**config.mk**
```make
export PLATFORM = sky130hd
export DESIGN_NAME = alu_seq_flat
export DESIGN_NICKNAME = d
export VERILOG_FILES = /design/src/rtl/alu_seq_pkg.sv /design/src/rtl/alu_seq_if.sv /design/src/rtl/alu_seq_cond_eval.sv /design/src/rtl/alu_seq.sv /design/src/flat_wrapper.sv
export SDC_FILE = /design/constraint.sdc
export NUM_CORES = 1
export LEC_CHECK = 0
export CAP_MARGIN = 10
export CORE_UTILIZATION = 54
export DETAILED_ROUTE_END_ITERATION = 8
export GPL_TIMING_DRIVEN = 0
export PLACE_DENSITY_LB_ADDON = 0.25
export SLEW_MARGIN = 10
export SYNTH_ARGS = -nofsm -noshare
export SYNTH_HDL_FRONTEND = slang
export SYNTH_SLANG_ARGS = --single-unit
```
**constraint.sdc**
```tcl
create_clock -name clk -period 4.6 [get_ports clk]
set_clock_uncertainty 0.2 [all_clocks]
set_input_delay 0.69 -clock clk [delete_from_list [all_inputs] [get_ports clk]]
set_output_delay 0.69 -clock clk [all_outputs]
set_load 0.02 [all_outputs]
```
**src/rtl/alu_seq_pkg.sv**
```systemverilog
// Shared definitions for the sequential ALU: widths, flag bit indices,
// FSM states and the opcode map.
package alu_seq_pkg;

   localparam int DATA_W_DEF = 16;
   localparam int IR_W_DEF   = 8;

   // Flag register layout {C,Z,S,V,P}
   localparam int FLAG_C = 4;
   localparam int FLAG_Z = 3;
   localparam int FLAG_S = 2;
   localparam int FLAG_V = 1;
   localparam int FLAG_P = 0;

   typedef enum logic {
      ST_IDLE  = 1'b0,
      ST_SHIFT = 1'b1
   } state_t;

   typedef logic [7:0] opcode_t;

   // Arithmetic / logic
   localparam opcode_t OP_ADD  = 8'h00;
   localparam opcode_t OP_ADC  = 8'h01;
   localparam opcode_t OP_SUB  = 8'h02;
   localparam opcode_t OP_CMP  = 8'h03;
   localparam opcode_t OP_INC  = 8'h04;
   localparam opcode_t OP_DEC  = 8'h05;
   localparam opcode_t OP_NEG  = 8'h06;
   localparam opcode_t OP_AND  = 8'h07;
   localparam opcode_t OP_OR   = 8'h08;
   localparam opcode_t OP_XOR  = 8'h09;
   localparam opcode_t OP_TEST = 8'h0A;
   localparam opcode_t OP_NOT  = 8'h0B;
   localparam opcode_t OP_SETC = 8'h0C;
   localparam opcode_t OP_CLC  = 8'h0D;
   // Shifts / rotates (contiguous range)
   localparam opcode_t OP_SHRS = 8'h10;
   localparam opcode_t OP_SHRA = 8'h11;
   localparam opcode_t OP_SHLS = 8'h12;
   localparam opcode_t OP_SHLA = 8'h13;
   localparam opcode_t OP_ROL  = 8'h14;
   localparam opcode_t OP_ROR  = 8'h15;
   localparam opcode_t OP_RCL  = 8'h16;
   localparam opcode_t OP_RCR  = 8'h17;
   // Jumps (contiguous range)
   localparam opcode_t OP_JMP  = 8'h20;
   localparam opcode_t OP_JE   = 8'h21;
   localparam opcode_t OP_JNE  = 8'h22;
   localparam opcode_t OP_JB   = 8'h23;
   localparam opcode_t OP_JAE  = 8'h24;
   localparam opcode_t OP_JA   = 8'h25;
   localparam opcode_t OP_JBE  = 8'h26;
   localparam opcode_t OP_JL   = 8'h27;
   localparam opcode_t OP_JGE  = 8'h28;
   localparam opcode_t OP_JG   = 8'h29;
   localparam opcode_t OP_JLE  = 8'h2A;
   localparam opcode_t OP_JS   = 8'h2B;
   localparam opcode_t OP_JNS  = 8'h2C;
   localparam opcode_t OP_JO   = 8'h2D;
   localparam opcode_t OP_JNO  = 8'h2E;
   localparam opcode_t OP_JP   = 8'h2F;
   localparam opcode_t OP_JNP  = 8'h30;

   function automatic logic is_shift(input opcode_t op);
      return (op >= OP_SHRS) && (op <= OP_RCR);
   endfunction

   function automatic logic is_jump(input opcode_t op);
      return (op >= OP_JMP) && (op <= OP_JNP);
   endfunction

endpackage

```
**src/rtl/alu_seq_if.sv**
```systemverilog
// Request/response bundle between the control FSM (master) and the ALU (slave).
interface alu_seq_if #(
   parameter int DATA_W  = 16,
   parameter int IR_W    = 8,
   parameter int SHAMT_W = $clog2(DATA_W)
);
   logic               start;
   logic [IR_W-1:0]    IR;
   logic [DATA_W-1:0]  in1;
   logic [DATA_W-1:0]  in2;
   logic [SHAMT_W-1:0] shift_amt;
   logic               busy;
   logic [DATA_W-1:0]  out;
   logic               out_valid;
   logic               wb_en;
   logic               cond_true;
   logic [4:0]         flags;

   modport master (
      output start, IR, in1, in2, shift_amt,
      input  busy, out, out_valid, wb_en, cond_true, flags
   );

   modport slave (
      input  start, IR, in1, in2, shift_amt,
      output busy, out, out_valid, wb_en, cond_true, flags
   );
endinterface

```
**src/rtl/alu_seq_cond_eval.sv**
```systemverilog
// Jump condition evaluator: (opcode, flags) -> verdict, x86 semantics.
// Purely combinational so the branch unit can share it.
module alu_seq_cond_eval
   import alu_seq_pkg::*;
(
   input  opcode_t    op,
   input  logic [4:0] flags,
   output logic       cond,
   output logic       is_jcc
);
   logic c_f, z_f, s_f, v_f, p_f;

   assign c_f    = flags[FLAG_C];
   assign z_f    = flags[FLAG_Z];
   assign s_f    = flags[FLAG_S];
   assign v_f    = flags[FLAG_V];
   assign p_f    = flags[FLAG_P];
   assign is_jcc = is_jump(op);

   // Condition decode; non-jump opcodes give 0
   always_comb begin
      cond = 1'b0;
      case (op)
         OP_JMP: cond = 1'b1;
         OP_JE:  cond = z_f;
         OP_JNE: cond = ~z_f;
         OP_JB:  cond = c_f;
         OP_JAE: cond = ~c_f;
         OP_JA:  cond = ~c_f & ~z_f;
         OP_JBE: cond = c_f | z_f;
         OP_JL:  cond = s_f ^ v_f;
         OP_JGE: cond = ~(s_f ^ v_f);
         OP_JG:  cond = ~z_f & ~(s_f ^ v_f);
         OP_JLE: cond = z_f | (s_f ^ v_f);
         OP_JS:  cond = s_f;
         OP_JNS: cond = ~s_f;
         OP_JO:  cond = v_f;
         OP_JNO: cond = ~v_f;
         OP_JP:  cond = p_f;
         OP_JNP: cond = ~p_f;
         default: cond = 1'b0;
      endcase
   end
endmodule

```
**src/rtl/alu_seq.sv**
```systemverilog
// Sequential ALU with a persistent flag register. Single-cycle ops complete
// at the edge that samples start; shifts/rotates step one bit per cycle.
//
//   state    | meaning
//   ---------+-----------------------------------------------------------
//   ST_IDLE  | accepts start; single-cycle ops and zero-count shifts finish
//   ST_SHIFT | one shift step per cycle, cnt_q counts down to the final step
module alu_seq
   import alu_seq_pkg::*;
#(
   parameter int DATA_W  = DATA_W_DEF,
   parameter int IR_W    = IR_W_DEF,
   parameter int SHAMT_W = $clog2(DATA_W)
) (
   input  logic    clk,
   input  logic    rst_n,
   alu_seq_if.slave bus
);
   localparam int                 MSB    = DATA_W - 1;
   localparam logic [DATA_W:0]    ONE_X  = {{DATA_W{1'b0}}, 1'b1};
   localparam logic [DATA_W:0]    ZERO_X = '0;
   localparam logic [DATA_W-1:0]  MIN_V  = {1'b1, {(DATA_W-1){1'b0}}};
   localparam logic [SHAMT_W-1:0] CNT_1  = {{(SHAMT_W-1){1'b0}}, 1'b1};

   state_t             state_q;
   logic [DATA_W-1:0]  out_q;
   logic [4:0]         flags_q;
   logic               out_valid_q, wb_en_q, cond_q;
   logic [DATA_W-1:0]  sh_q;
   logic               sc_q;
   opcode_t            sop_q;
   logic [SHAMT_W-1:0] cnt_q;

   logic [IR_W-1:0]    ir;
   opcode_t            op;
   logic [DATA_W-1:0]  a, b;
   logic [DATA_W:0]    ax, bx, cx, ext;
   logic               cond, is_jcc, upd_zsp;
   logic [DATA_W-1:0]  res_d;
   logic [4:0]         flg_d;
   logic               wb_d, cond_d;
   logic [DATA_W-1:0]  step_v;
   logic               step_c;

   assign ir = bus.IR;
   assign op = opcode_t'(ir);
   assign a  = bus.in1;
   assign b  = bus.in2;
   assign ax = {1'b0, a};
   assign bx = {1'b0, b};
   assign cx = {{DATA_W{1'b0}}, flags_q[FLAG_C]};

   alu_seq_cond_eval u_cond (
      .op     (op),
      .flags  (flags_q),
      .cond   (cond),
      .is_jcc (is_jcc)
   );

   // Single-cycle result and flag update for the op presented with start
   always_comb begin
      res_d   = out_q;
      flg_d   = flags_q;
      wb_d    = 1'b0;
      cond_d  = 1'b0;
      ext     = '0;
      upd_zsp = 1'b0;
      case (op)
         OP_ADD, OP_ADC: begin
            ext = (op == OP_ADC) ? (ax + bx + cx) : (ax + bx);
            flg_d[FLAG_C] = ext[DATA_W];
            flg_d[FLAG_V] = (a[MSB] == b[MSB]) && (ext[MSB] != a[MSB]);
            res_d   = ext[DATA_W-1:0];
            wb_d    = 1'b1;
            upd_zsp = 1'b1;
         end
         OP_SUB, OP_CMP: begin
            ext = ax - bx;
            flg_d[FLAG_C] = ext[DATA_W];
            flg_d[FLAG_V] = (a[MSB] != b[MSB]) && (ext[MSB] != a[MSB]);
            upd_zsp = 1'b1;
            if (op == OP_SUB) begin
               res_d = ext[DATA_W-1:0];
               wb_d  = 1'b1;
            end
         end
         OP_INC: begin
            ext = ax + ONE_X;
            flg_d[FLAG_V] = ~a[MSB] & ext[MSB];
            res_d   = ext[DATA_W-1:0];
            wb_d    = 1'b1;
            upd_zsp = 1'b1;
         end
         OP_DEC: begin
            ext = ax - ONE_X;
            flg_d[FLAG_V] = a[MSB] & ~ext[MSB];
            res_d   = ext[DATA_W-1:0];
            wb_d    = 1'b1;
            upd_zsp = 1'b1;
         end
         OP_NEG: begin
            ext = ZERO_X - ax;
            flg_d[FLAG_C] = (a != '0);
            flg_d[FLAG_V] = (a == MIN_V);
            res_d   = ext[DATA_W-1:0];
            wb_d    = 1'b1;
            upd_zsp = 1'b1;
         end
         OP_AND, OP_TEST, OP_OR, OP_XOR: begin
            if (op == OP_OR)       ext = {1'b0, a | b};
            else if (op == OP_XOR) ext = {1'b0, a ^ b};
            else                   ext = {1'b0, a & b};
            flg_d[FLAG_C] = 1'b0;
            flg_d[FLAG_V] = 1'b0;
            upd_zsp = 1'b1;
            if (op != OP_TEST) begin
               res_d = ext[DATA_W-1:0];
               wb_d  = 1'b1;
            end
         end
         OP_NOT: begin
            res_d = ~a;
            wb_d  = 1'b1;
         end
         OP_SETC: flg_d[FLAG_C] = 1'b1;
         OP_CLC:  flg_d[FLAG_C] = 1'b0;
         // Zero-count shift: pass operand through, flags untouched
         OP_SHRS, OP_SHRA, OP_SHLS, OP_SHLA,
         OP_ROL, OP_ROR, OP_RCL, OP_RCR: begin
            res_d = a;
            wb_d  = 1'b1;
         end
         default: begin
            if (is_jcc) begin
               res_d  = {DATA_W{cond}};
               cond_d = cond;
            end
         end
      endcase
      if (upd_zsp) begin
         flg_d[FLAG_Z] = (ext[DATA_W-1:0] == '0);
         flg_d[FLAG_S] = ext[MSB];
         flg_d[FLAG_P] = ~^ext[DATA_W-1:0];
      end
   end

   // One-bit shift/rotate step applied to the working register each SHIFT cycle
   always_comb begin
      step_v = sh_q;
      step_c = sc_q;
      case (sop_q)
         OP_SHRS: begin step_v = {1'b0, sh_q[MSB:1]};       step_c = sh_q[0];   end
         OP_SHRA: begin step_v = {sh_q[MSB], sh_q[MSB:1]};  step_c = sh_q[0];   end
         OP_SHLS,
         OP_SHLA: begin step_v = {sh_q[MSB-1:0], 1'b0};     step_c = sh_q[MSB]; end
         OP_ROL:  begin step_v = {sh_q[MSB-1:0], sh_q[MSB]}; step_c = sh_q[MSB]; end
         OP_ROR:  begin step_v = {sh_q[0], sh_q[MSB:1]};    step_c = sh_q[0];   end
         OP_RCL:  begin step_v = {sh_q[MSB-1:0], sc_q};     step_c = sh_q[MSB]; end
         OP_RCR:  begin step_v = {sc_q, sh_q[MSB:1]};       step_c = sh_q[0];   end
         default: begin step_v = sh_q;                      step_c = sc_q;      end
      endcase
   end

   // Control FSM with registered outputs; completion strobes default low
   always_ff @(posedge clk) begin
      if (!rst_n) begin
         state_q     <= ST_IDLE;
         out_q       <= '0;
         flags_q     <= '0;
         out_valid_q <= 1'b0;
         wb_en_q     <= 1'b0;
         cond_q      <= 1'b0;
         sh_q        <= '0;
         sc_q        <= 1'b0;
         sop_q       <= OP_ADD;
         cnt_q       <= '0;
      end else begin
         out_valid_q <= 1'b0;
         wb_en_q     <= 1'b0;
         cond_q      <= 1'b0;
         case (state_q)
            ST_IDLE: begin
               if (bus.start) begin
                  if (is_shift(op) && (bus.shift_amt != '0)) begin
                     sh_q    <= a;
                     sc_q    <= flags_q[FLAG_C];
                     sop_q   <= op;
                     cnt_q   <= bus.shift_amt;
                     state_q <= ST_SHIFT;
                  end else begin
                     out_q       <= res_d;
                     flags_q     <= flg_d;
                     out_valid_q <= 1'b1;
                     wb_en_q     <= wb_d;
                     cond_q      <= cond_d;
                  end
               end
            end
            ST_SHIFT: begin
               sh_q  <= step_v;
               sc_q  <= step_c;
               cnt_q <= cnt_q - CNT_1;
               if (cnt_q == CNT_1) begin
                  out_q           <= step_v;
                  flags_q[FLAG_C] <= step_c;
                  flags_q[FLAG_V] <= step_v[MSB] ^ sh_q[MSB];
                  out_valid_q     <= 1'b1;
                  wb_en_q         <= 1'b1;
                  state_q         <= ST_IDLE;
               end
            end
            default: state_q <= ST_IDLE;
         endcase
      end
   end

   assign bus.busy      = (state_q == ST_SHIFT);
   assign bus.out       = out_q;
   assign bus.out_valid = out_valid_q;
   assign bus.wb_en     = wb_en_q;
   assign bus.cond_true = cond_q;
   assign bus.flags     = flags_q;

endmodule

```
**src/flat_wrapper.sv**
```systemverilog
// flat-port wrapper written by rule: the top's interface ports become plain ports
module alu_seq_flat import alu_seq_pkg::*;
#(
   parameter int DATA_W  = DATA_W_DEF,
   parameter int IR_W    = IR_W_DEF,
   parameter int SHAMT_W = $clog2(DATA_W)
)
  (clk, rst_n, bus_start, bus_IR, bus_in1, bus_in2, bus_shift_amt, bus_busy, bus_out, bus_out_valid, bus_wb_en, bus_cond_true, bus_flags);
  alu_seq_if #(.DATA_W(DATA_W), .IR_W(IR_W), .SHAMT_W(SHAMT_W)) bus_i ();
  input  logic clk;
  input  logic rst_n;
  input wire logic [$bits(bus_i.start)-1:0] bus_start;
  input wire logic [$bits(bus_i.IR)-1:0] bus_IR;
  input wire logic [$bits(bus_i.in1)-1:0] bus_in1;
  input wire logic [$bits(bus_i.in2)-1:0] bus_in2;
  input wire logic [$bits(bus_i.shift_amt)-1:0] bus_shift_amt;
  output wire logic [$bits(bus_i.busy)-1:0] bus_busy;
  output wire logic [$bits(bus_i.out)-1:0] bus_out;
  output wire logic [$bits(bus_i.out_valid)-1:0] bus_out_valid;
  output wire logic [$bits(bus_i.wb_en)-1:0] bus_wb_en;
  output wire logic [$bits(bus_i.cond_true)-1:0] bus_cond_true;
  output wire logic [$bits(bus_i.flags)-1:0] bus_flags;
  assign bus_i.start = bus_start;
  assign bus_i.IR = bus_IR;
  assign bus_i.in1 = bus_in1;
  assign bus_i.in2 = bus_in2;
  assign bus_i.shift_amt = bus_shift_amt;
  assign bus_busy = bus_i.busy;
  assign bus_out = bus_i.out;
  assign bus_out_valid = bus_i.out_valid;
  assign bus_wb_en = bus_i.wb_en;
  assign bus_cond_true = bus_i.cond_true;
  assign bus_flags = bus_i.flags;
  alu_seq #(.DATA_W(DATA_W), .IR_W(IR_W), .SHAMT_W(SHAMT_W)) u_core (.clk(clk), .rst_n(rst_n), .bus(bus_i));
endmodule
```
After elaboration in Yosys (flattened, before gate mapping):

Index checks and enable logic that the tools add are counted.

* logic and storage cells: 188
* register bits: 54

* reductions and logical operators: 28
* bitwise logic cells: 25
* $lt $le $gt $ge: 4
* muxes and demuxes: 49
* add/subtract/negate cells: 7
* eq/ne operators: 63

Operators by type and width (number)
* two-way mux 16 bit: 10
* case mux 16 bit (9 select lines): 1
* equality test 8 x 6 -> 1 bit (second input constant): 17
* equality test 8 x 5 -> 1 bit (second input constant): 16
* case mux 16 bit (7 select lines): 1
* case mux 16 bit (6 select lines): 1
* case mux 16 bit (2 select lines): 2
* equality test 8 x 4 -> 1 bit (second input constant): 6
* equality test 8 x 3 -> 1 bit (second input constant): 4
* OR reduction 27 bit: 1
* adder 16 x 16 -> 17 bit: 1
* adder 17 x 1 -> 17 bit: 1
* two-way mux 17 bit: 1
* case mux 1 bit (17 select lines): 1
* subtractor 16 x 16 -> 17 bit: 1
* adder 16 x 1 -> 16 bit (second input constant): 1
* AND 16 bit: 1
* equality test 16 bit (second input constant): 1
* equality test 8 x 2 -> 1 bit (second input constant): 2
* zero test 16 bit: 1
* two-way mux 1 bit: 16
* NOT 16 bit: 1
* OR 16 bit: 1
* nonzero test 16 bit: 1
* other kinds (45): 87

Depth between registers and ports, before layout:

Gate-level depths: netlist (run 1).

* word-level depth: 9
* depth in mapped cells: 19
* gate-level depth less buffers: 18

By module:

From an unflattened synthesis (run 1), not the netlist that was laid out.

* cells, all modules: 1031
* area total of the unflattened synthesis: 7541.0 um^2

By module, submodules not included
* alu_seq: area each 7268.2 um^2, cells an instance 993, instances 1
* alu_seq_cond_eval: area each 272.8 um^2, cells an instance 38, instances 1

Least setup slack after synthesis (run 1):

Ideal clock, no wire load.

* path kind: input-to-reg
* start: in bus_in1[6]
* end: reg u_core.flags_q[0] (netlist: u_core.bus.flags[0])
* setup time: 71 ps
* stages: 18
* data required time: 4329 ps
* path buffers: 2
* setup slack: -216 ps
* arrival time: 4546 ps
* cell sequence: clkbuf_1 inv_1 ha_1 buf_6 a21oi_2 o21ai_0 and3_1 or4b_4 nor4b_4 nand3_4 mux2_4 a211oi_4 ha_1 xnor2_1 xnor2_1 xnor2_1 nand2_1 a21oi_1

* longest elaborated chain between the ends: 5

Ends and longest elaborated chain
* from (decl): RTL line flat_wrapper.sv:14 `input wire logic [$bits(bus_i.in1)-1:0] bus_in1;`
* adder 16 x 16 -> 17 bit, or another cell as far along: RTL line alu_seq.sv:70 `ext = (op == OP_ADC) ? (ax + bx + cx) : (ax + bx);`
* adder 17 x 1 -> 17 bit / two-way mux 16 bit (equally long branches): RTL line alu_seq.sv:70, alu_seq.sv:111
* two-way mux 17 bit / two-way mux 16 bit (equally long branches): RTL line alu_seq.sv:70, alu_seq.sv:110
* case mux 16 bit (6 select lines) (*): RTL line alu_seq.sv:68 `case (op)`
* XNOR reduction 16 bit (*): RTL line alu_seq.sv:143 `flg_d[FLAG_P] = ~^ext[DATA_W-1:0];`
* to (signal assigned): RTL line alu_seq.sv:192 `flags_q <= flg_d;`
* to (signal, indexed assignment): RTL line alu_seq.sv:205 `flags_q[FLAG_C] <= step_c;`
* to (signal, indexed assignment): RTL line alu_seq.sv:206 `flags_q[FLAG_V] <= step_v[MSB] ^ sh_q[MSB];`
* to (decl): RTL line alu_seq.sv:27 `logic [4:0] flags_q;`

Every way passes the cells marked *; elsewhere a longest branch is shown, timed or not.
A chain may end at the register's enable or synchronous reset.

Worst setup path in the final report (run 1):

* start: in bus_in1[0]
* end: reg u_core.flags_q[0] (netlist: u_core.bus.flags[0])

The elaborated chain is that of the path after synthesis.

==> flow_summary_export.csv, run 1 <==
group,metric,value,unit
power_and_ir_drop,power,1.733,mW
clock_tree,root_buffer,"clkbuf_16",
place,hpwl,20.65,mm
clock_tree,insertion_delay,0.30,ns
setup_path,crit_slowest_cell,"or4b_4",
power_and_ir_drop,seqPwrFrac,27.9,%
setup_path,crit_type,"in -> reg",
synth,synth-seq-cells,54,
synth,synth_most_common_cell,"nand2_1",
detailed_routing,ant_nets,0,
global_routing,grt_max_degree,18,
final_layout,antennaDiodeCount,0,
synth,netlist_area,7586,sq um
final_layout,area.growth.synth_to_final,28.88,%
global_routing,overflow,0,
synth,synth_top_flop_cell,"dfxtp_1",
power_and_ir_drop,internal_power,1.083,mW
flow_run,maxCapViolations,0,
sta,rsz0062_at_grt,"true",
final_layout,final_layout_size_suffix_gt1_share,17.46,%
sta,setup_viol,1,
detailed_routing,drc_errors,0,
setup_path,cp_data_arrival_time,4.71,ns
floorplanning,pin_count,72,
synth,netlist_instances,1094,
setup_path,cp.required,4.63,ns
floorplanning,die_area,14530,sq um
sta,period_needed,4.680,ns
setup_path,end_kind,"flop",
synth,yosysTopAreaCell,"dfxtp_1",
clock_tree,cts_hold_buf,0,
detailed_routing,wirelength,29.00,mm
floorplanning,rows,42,
power_and_ir_drop,powerDensity,177.3,nW/um^2
power_and_ir_drop,comb_power_share,47.1,%
place,routabilityCongestion,1.049,
place,post-place-ws,-1.715,ns
sta,finalCritPeriodShare,101.7,%
run_status,violations,"setup timing",
synth,synthTopCellsByArea,"dfxtp_1 14%, ha_1 11%, nand2_1 7.1%",
floorplanning,die_w,120.5,um
synth,yosysUniqueCellTypes,80,
sta,clock.fmax,213.7,MHz
clock_tree,h-tree-depth,2,
final_layout,fin_nets,1332,
floorplanning,initial_core_util,56.39,%
run_status,outcome,"finished, violations left",
global_routing,grt.total_usage,38.12,%
setup_path,cp_cell_sequence,"buf_8 -> ha_4 -> fa_2 -> a211oi_4 -> o21ai_1 -> nor3b_4 -> or4b_4 -> nor4b_4 -> buf_4 -> nand3_4 -> mux2_4 -> a211oi_4 -> ha_4 -> xnor2_2 -> xnor2_1 -> xnor2_1 -> nand2_1 -> a21oi_2",
synth,ys_top_cells_by_count,"143 x nand2_1, 111 x nor2_1, 79 x a21oi_1",
setup_path,critPathMaxStageDelay,0.55,ns
setup_path,start_kind,"primary input",
detailed_routing,via_count,9275,
clock_tree,cts_tree,"yes",
power_and_ir_drop,clockPowerShare,24.9,%
synth,ys_seq_area_share,14.25,%
place,placement.io_buffers,68,
global_routing,grt_pass1_wl,43.91,mm
setup_path,cp_num_buf_inv,2,
power_and_ir_drop,switching_share,37.49,%
synth,yosys_warnings,0,
power_and_ir_drop,p_leak,3.761,nW
sta,layout_setup_ws,-0.08043,ns
clock_tree,clock_path_buffers,2,
detailed_routing,firstDrtPassIters,6,
setup_path,path_max_fanout,4,
synth,synth_fp_nets,1207,
global_routing,grt_pass1_vias,8526,
sta,slew_headroom,25.43,%
power_and_ir_drop,peakVddDrop,0.1279,mV
synth,synth_edf_count,0,
floorplanning,core,13450,sq um
power_and_ir_drop,power.switching,649.9,uW
synth,yosysTopAreaCellShare,14.25,%
synth,synth_area_per_cell,6.934,sq um
sta,finalHoldViolCount,0,
synth,ys_async_sr_fraction,0,%
clock_tree,clkTransAtPathRegs,0.07,ns
global_routing,antenna_found_initial,0,
setup_path,path_delay_family,"simple AND/OR/NAND/NOR gates",
worst_hold_path,hp-class,"reg -> reg",
sta,worstMarginPinSlew,1.114,ns
detailed_routing,wl_per_cell,20.78,um
floorplanning,die_h,120.5,um
setup_path,reg2reg_slack,0.71,ns
clock_tree,clock_sinks,54,
detailed_routing,post_drt_via_cell_ratio,6.644,
detailed_routing,drtIter0Drc,1283,
clock_tree,numCtsBuffers,5,
sta,slew_violations,0,
==> state kept, by name, indices dropped and copies added (netlist names) <==
| name | flops |
|---|---|
| u_core.bus.out | 16 |
| u_core.sh_q | 16 |
| u_core.sop_q | 8 |
| u_core.bus.flags | 5 |
| u_core.cnt_q | 4 |
| u_core.bus.busy | 1 |
| u_core.bus.cond_true | 1 |
| u_core.bus.out_valid | 1 |
| u_core.bus.wb_en | 1 |
| u_core.sc_q | 1 |
==> worst register-to-register path: stages (launching register included) <==
cell and delay [ns]:
dfxtp_1 0.55, ha_1 0.27, ha_1 0.19, nor4b_2 0.35
nand2_1 0.18, nor2_2 0.27, nand3_4 0.14, mux2_4 0.33
a211oi_4 0.34, ha_4 0.26, xnor2_2 0.13, xnor2_1 0.21
xnor2_1 0.17, nand2_1 0.10, a21oi_2 0.13
==> power groups by stage <==
stage / Sequential, mW / Combinational (mW) / Clock, mW
final: 0.484 / 0.817 / 0.432
after global routing: 0.485 / 0.863 / 0.456
after CTS: 0.484 / 0.718 / 0.435
after detailed placement: 0.495 / 0.616 / 0
after global placement: 0.495 / 0.607 / 0
after floorplan: 0.499 / 0.425 / 0
==> metal layers <==
| metal | wire length, um | vias up | share of wire, % | GRT usage (%) |
|---|---|---|---|---|
| met5 | 0 | - | 0 | 0 |
| met4 | 1824 | 0 | 6.3 | 22.69 |
| met3 | 2851 | 193 | 9.8 | 5.236 |
| met2 | 13430 | 658 | 46 | 63.79 |
| met1 | 10900 | 4229 | 38 | 46.37 |
| li1 | - | 4195 | - | - |
==> per-stage QoR <==
stage	util (%)	instances	TNS (ns)	hold slack [ns]	area [sq um]
after floorplan	-	1094	0	0.2414	7597
after global placement	63.17	1338	-7.441	0.2414	8498
after detailed placement	63.17	1338	-7.813	0.2496	8498
after CTS	69.79	1380	-0.01567	0.2589	9389
after global routing	72.67	1396	-0.1537	0.2796	9777
final	72.67	1396	-0.08043	0.2558	9777
==> cell type report <==
| class | count | area (sq um) |
|---|---|---|
| multi-input combinational | 907 | 6543 |
| tap | 176 | 220.2 |
| fill | 1093 | 3676 |
| sequential | 54 | 1081 |
| inverter | 53 | 225.2 |
| clock inverter | 3 | 45.04 |
| clock buffer | 5 | 125.1 |
| timing repair buffer | 121 | 1079 |
| buffer | 77 | 459.2 |
==> logic make-up after synthesis <==
family,Yosys count,share of synthesized area (%)
xor gates and xnor gates,65,7.686
DFF,54,14.25
buffers and inverters,133,6.960
muxes,45,6.119
and+or+nand+nor,416,26.26
adders and majority gates,66,11.08
AOI/OAI and AO/OA,315,27.64
==> repair_timing <==
action | CTS | global route
setup endpoints to repair | 7 | 1
gates resized for setup | 161 | 82
pin swaps | 39 | 43
gates cloned | 0 | 0
buffers inserted | 35 | 18
==> placed cells by master, fill, tap and decap left out, types with 10 or more instances in the layout <==
cell type | Yosys | layout
and3_1 | 16 | 14
inv_1 | 52 | 42
xnor2_1 | 51 | 49
nor2_1 | 111 | 107
nand4_1 | 10 | 10
dfxtp_1 | 54 | 54
nand3_1 | 28 | 25
clkbuf_2 | 0 | 11
o211ai_1 | 27 | 27
a21oi_1 | 79 | 71
clkdlybuf4s50_1 | 0 | 48
nand2b_1 | 12 | 10
a31oi_1 | 19 | 19
o21ai_0 | 61 | 55
clkbuf_1 | 62 | 41
nor3_1 | 30 | 28
xor2_1 | 13 | 11
buf_4 | 0 | 55
ha_4 | 0 | 12
nand2_1 | 143 | 139
mux2i_1 | 37 | 37
buf_8 | 0 | 10
ha_1 | 64 | 50
a211oi_1 | 21 | 20
a21o_1 | 13 | 13
==> path summary, 6_finish.rpt <==
kind                            cells after the start             endpoint                start
worst min register to register                      2    u_core.bus.out[1]    u_core.bus.out[1]
worst max-delay path                               18  u_core.bus.flags[0]           bus_in1[0]
worst max register to register                     14  u_core.bus.flags[0]  u_core.bus.flags[4]
worst min-delay path                                2    u_core.bus.out[1]    u_core.bus.out[1]
No activity file was read; power rests on OpenSTA's default activity.
==> inputs of run 2 (changes only) <==
--- a/config.mk
+++ b/config.mk
@@ -9,6 +9,8 @@
 export CORE_UTILIZATION = 54
 export DETAILED_ROUTE_END_ITERATION = 8
 export GPL_TIMING_DRIVEN = 0
+export HOLD_SLACK_MARGIN = 0.15
+export MAX_ROUTING_LAYER = met4
 export PLACE_DENSITY_LB_ADDON = 0.25
 export SLEW_MARGIN = 10
 export SYNTH_ARGS = -nofsm -noshare
==> run 2 against run 1 <==
Compared with the run above:
- the run still ends with setup timing left
- combinational power increased by 4.8%
- cell count is 1.5% higher
- worst setup slack lost 0.021 ns
- final area is 1.7% higher
- via count up 1.6%
- largest power group unchanged
- sequential share of layout area fell by 0.18 points
- sequential power about the same
- clock-buffer cell count is the same
==> flow_summary_export.csv, run 2 (same netlist as run 1, synthesis figures left out) <==
group,metric,value,unit
worst_hold_path,hp-class,"reg -> reg",
clock_tree,insertion_delay,0.30,ns
final_layout,antennaDiodeCount,0,
sta,period_needed,4.701,ns
final_layout,final_cell_mix,"141 x nand2_1, 107 x nor2_1, 73 x buf_4, 68 x a21oi_1, 54 x dfxtp_1",
clock_tree,clock_sinks,54,
floorplanning,die_area,14530,sq um
detailed_routing,post_drt_via_cell_ratio,6.649,
sta,setup_viol,1,
place,routabilityCongestion,1.024,
global_routing,grt.total_usage,41.12,%
setup_path,critPathMaxStageDelay,0.38,ns
place,placement.io_buffers,68,
clock_tree,h-tree-depth,2,
floorplanning,die_h,120.5,um
place,dp.cells,1338,
global_routing,grt_max_degree,16,
setup_path,start_kind,"primary input",
detailed_routing,drtIter0Drc,1195,
flow_run,maxCapViolations,0,
detailed_routing,firstDrtPassIters,9,
final_layout,seqCellArea,1081,sq um
sta,finalHoldViolCount,0,
final_layout,fin_nets,1354,
final_layout,final_layout_size_suffix_gt1_share,19.82,%
power_and_ir_drop,peakVddDrop,0.1379,mV
detailed_routing,wl_per_cell,21.79,um
sta,rsz0062_at_grt,"true",
power_and_ir_drop,power,1.711,mW
power_and_ir_drop,power.switching,667.0,uW
setup_path,cp_data_arrival_time,4.73,ns
global_routing,antenna_found_initial,0,
global_routing,grt_pass1_vias,8586,
floorplanning,die_w,120.5,um
floorplanning,initial_core_util,56.39,%
sta,slew_violations,0,
run_status,outcome,"finished, violations left",
global_routing,grt.busiest_layer,"met2",
setup_path,path_max_fanout,10,
floorplanning,core,13450,sq um
final_layout,multi_input_area,6553,sq um
floorplanning,rows,42,
clock_tree,cts_hold_buf,0,
final_layout,n_fill_cell,1076,
final_layout,area.growth.synth_to_final,31.02,%
final_layout,fin_util,73.88,%
global_routing,grtUsageMet1,48.48,%
detailed_routing,wirelength,30.87,mm
power_and_ir_drop,seqPwrFrac,28.3,%
sta,layout_setup_ws,-0.1015,ns
setup_path,crit_type,"in -> reg",
sta,slew_headroom,31.26,%
power_and_ir_drop,internal_power,1.044,mW
clock_tree,root_buffer,"clkbuf_16",
sta,finalCritPeriodShare,102.2,%
final_layout,layout.cells.most_common,"nand2_1",
detailed_routing,ant_nets,0,
setup_path,cp.required,4.62,ns
setup_path,crit_slowest_cell,"clkdlybuf4s15_2",
final_layout,finalNonFillerCells,1417,
detailed_routing,via_count,9421,
power_and_ir_drop,powerDensity,172.1,nW/um^2
clock_tree,numCtsBuffers,5,
place,hpwl,21.71,mm
run_status,violations,"setup timing",
power_and_ir_drop,p_leak,3.884,nW
sta,clock.fmax,212.7,MHz
global_routing,grt_util_met2,68.00,%
power_and_ir_drop,clockPowerShare,21.7,%
floorplanning,pin_count,72,
setup_path,cp_cell_sequence,"clkdlybuf4s15_2 -> inv_4 -> ha_4 -> buf_4 -> nor2b_1 -> a21oi_2 -> nand3_2 -> a311oi_2 -> nand2b_4 -> mux2_2 -> a221o_1 -> a211oi_4 -> ha_4 -> xnor2_2 -> xnor2_1 -> xnor2_1 -> nand2_1 -> a21oi_1",
global_routing,grt_pass1_wl,45.62,mm
power_and_ir_drop,comb_power_share,50.0,%
clock_tree,clock_path_buffers,2,
clock_tree,clkTransAtPathRegs,0.07,ns
clock_tree,cts_tree,"yes",
detailed_routing,drc_errors,0,
setup_path,end_kind,"flop",
power_and_ir_drop,switching_share,38.99,%
global_routing,grt_use_met3,5.000,%
sta,worstMarginPinSlew,1.002,ns
global_routing,overflow,0,
## run 2: cell count changes in the layout (fill, tap and decap cells not counted), moves of 4 or more
cell,change
buf_12,+4
inv_1,-4
buf_8,-4
buf_4,+18
## run 2: power groups by stage
stage	logic, mW	clock network [mW]	registers (mW)
floorplan	0.425	0	0.499
global placement	0.620	0	0.495
detailed placement	0.625	0	0.495
CTS	0.742	0.367	0.484
global route	0.898	0.386	0.485
finish	0.856	0.371	0.484
## run 2: timing repair
action	CTS	global route
pin swaps	37	40
endpoints found under the setup margin	10	2
buffers inserted	52	22
resized for setup	160	102
## run 2: area by class of cell
cell class	count	area share (%)
Clock inverter	2	0.1007
Buffer	78	4.569
Multi-Input combinational cell	907	65.92
Timing Repair Buffer	142	12.71
Inverter	53	2.341
Clock buffer	5	1.259
Sequential cell	54	10.88
Tap cell	176	2.216
## run 2: per-stage QoR
step           instance area [sq um]  setup TNS [ns]  setup slack, ns  hold slack [ns]
2_1_floorplan                   7597               0         0.002172           0.2414
3_3_place_gp                    8498          -8.131           -1.698           0.2428
3_5_place_dp                    8498          -8.067           -1.722           0.2481
4_1_cts                         9474        -0.04850         -0.04850           0.2570
5_1_grt                         9940         -0.1870          -0.1870           0.2766
6_report                        9940         -0.1015          -0.1015           0.2522
## run 2: worst paths after layout
check	start	slack [ns]	end	cells past startpoint
max reg2reg	u_core.bus.flags[4]	0.67	u_core.bus.flags[0]	14
max	bus_in1[4]	-0.10	u_core.bus.flags[0]	18
min	u_core.bus.out[1]	0.25	u_core.bus.out[1]	2
min reg2reg	u_core.bus.out[1]	0.25	u_core.bus.out[1]	2
## run 2: routing by layer
metal,share of wire (%),vias up,wire length (um)
met3,9.1,176,2817
met5,0,-,0
met1,38,4314,11640
met4,6.4,0,1986
met2,47,687,14430
li1,-,4244,-
## run 2: critical path, delay by kind of cell
family / cells / cell delay (ns)
AO/OA/AOI/OAI: 5 / 1.35
XOR/XNOR: 3 / 0.48
adder cells (fa/ha/maj): 2 / 0.58
buffers and inverters: 3 / 0.70
multiplexers: 1 / 0.34
AND/OR/NAND/NOR: 4 / 0.57
==> inputs of run 3 (changes only) <==
--- a/config.mk
+++ b/config.mk
@@ -7,6 +7,7 @@
 export LEC_CHECK = 0
 export CAP_MARGIN = 10
 export CORE_UTILIZATION = 54
+export CTS_CLUSTER_DIAMETER = 30
 export DETAILED_ROUTE_END_ITERATION = 8
 export GPL_TIMING_DRIVEN = 0
 export HOLD_SLACK_MARGIN = 0.15
==> results of run 3 <==
Same layout as run 2: the final DEF is identical, and so are final timing and power.
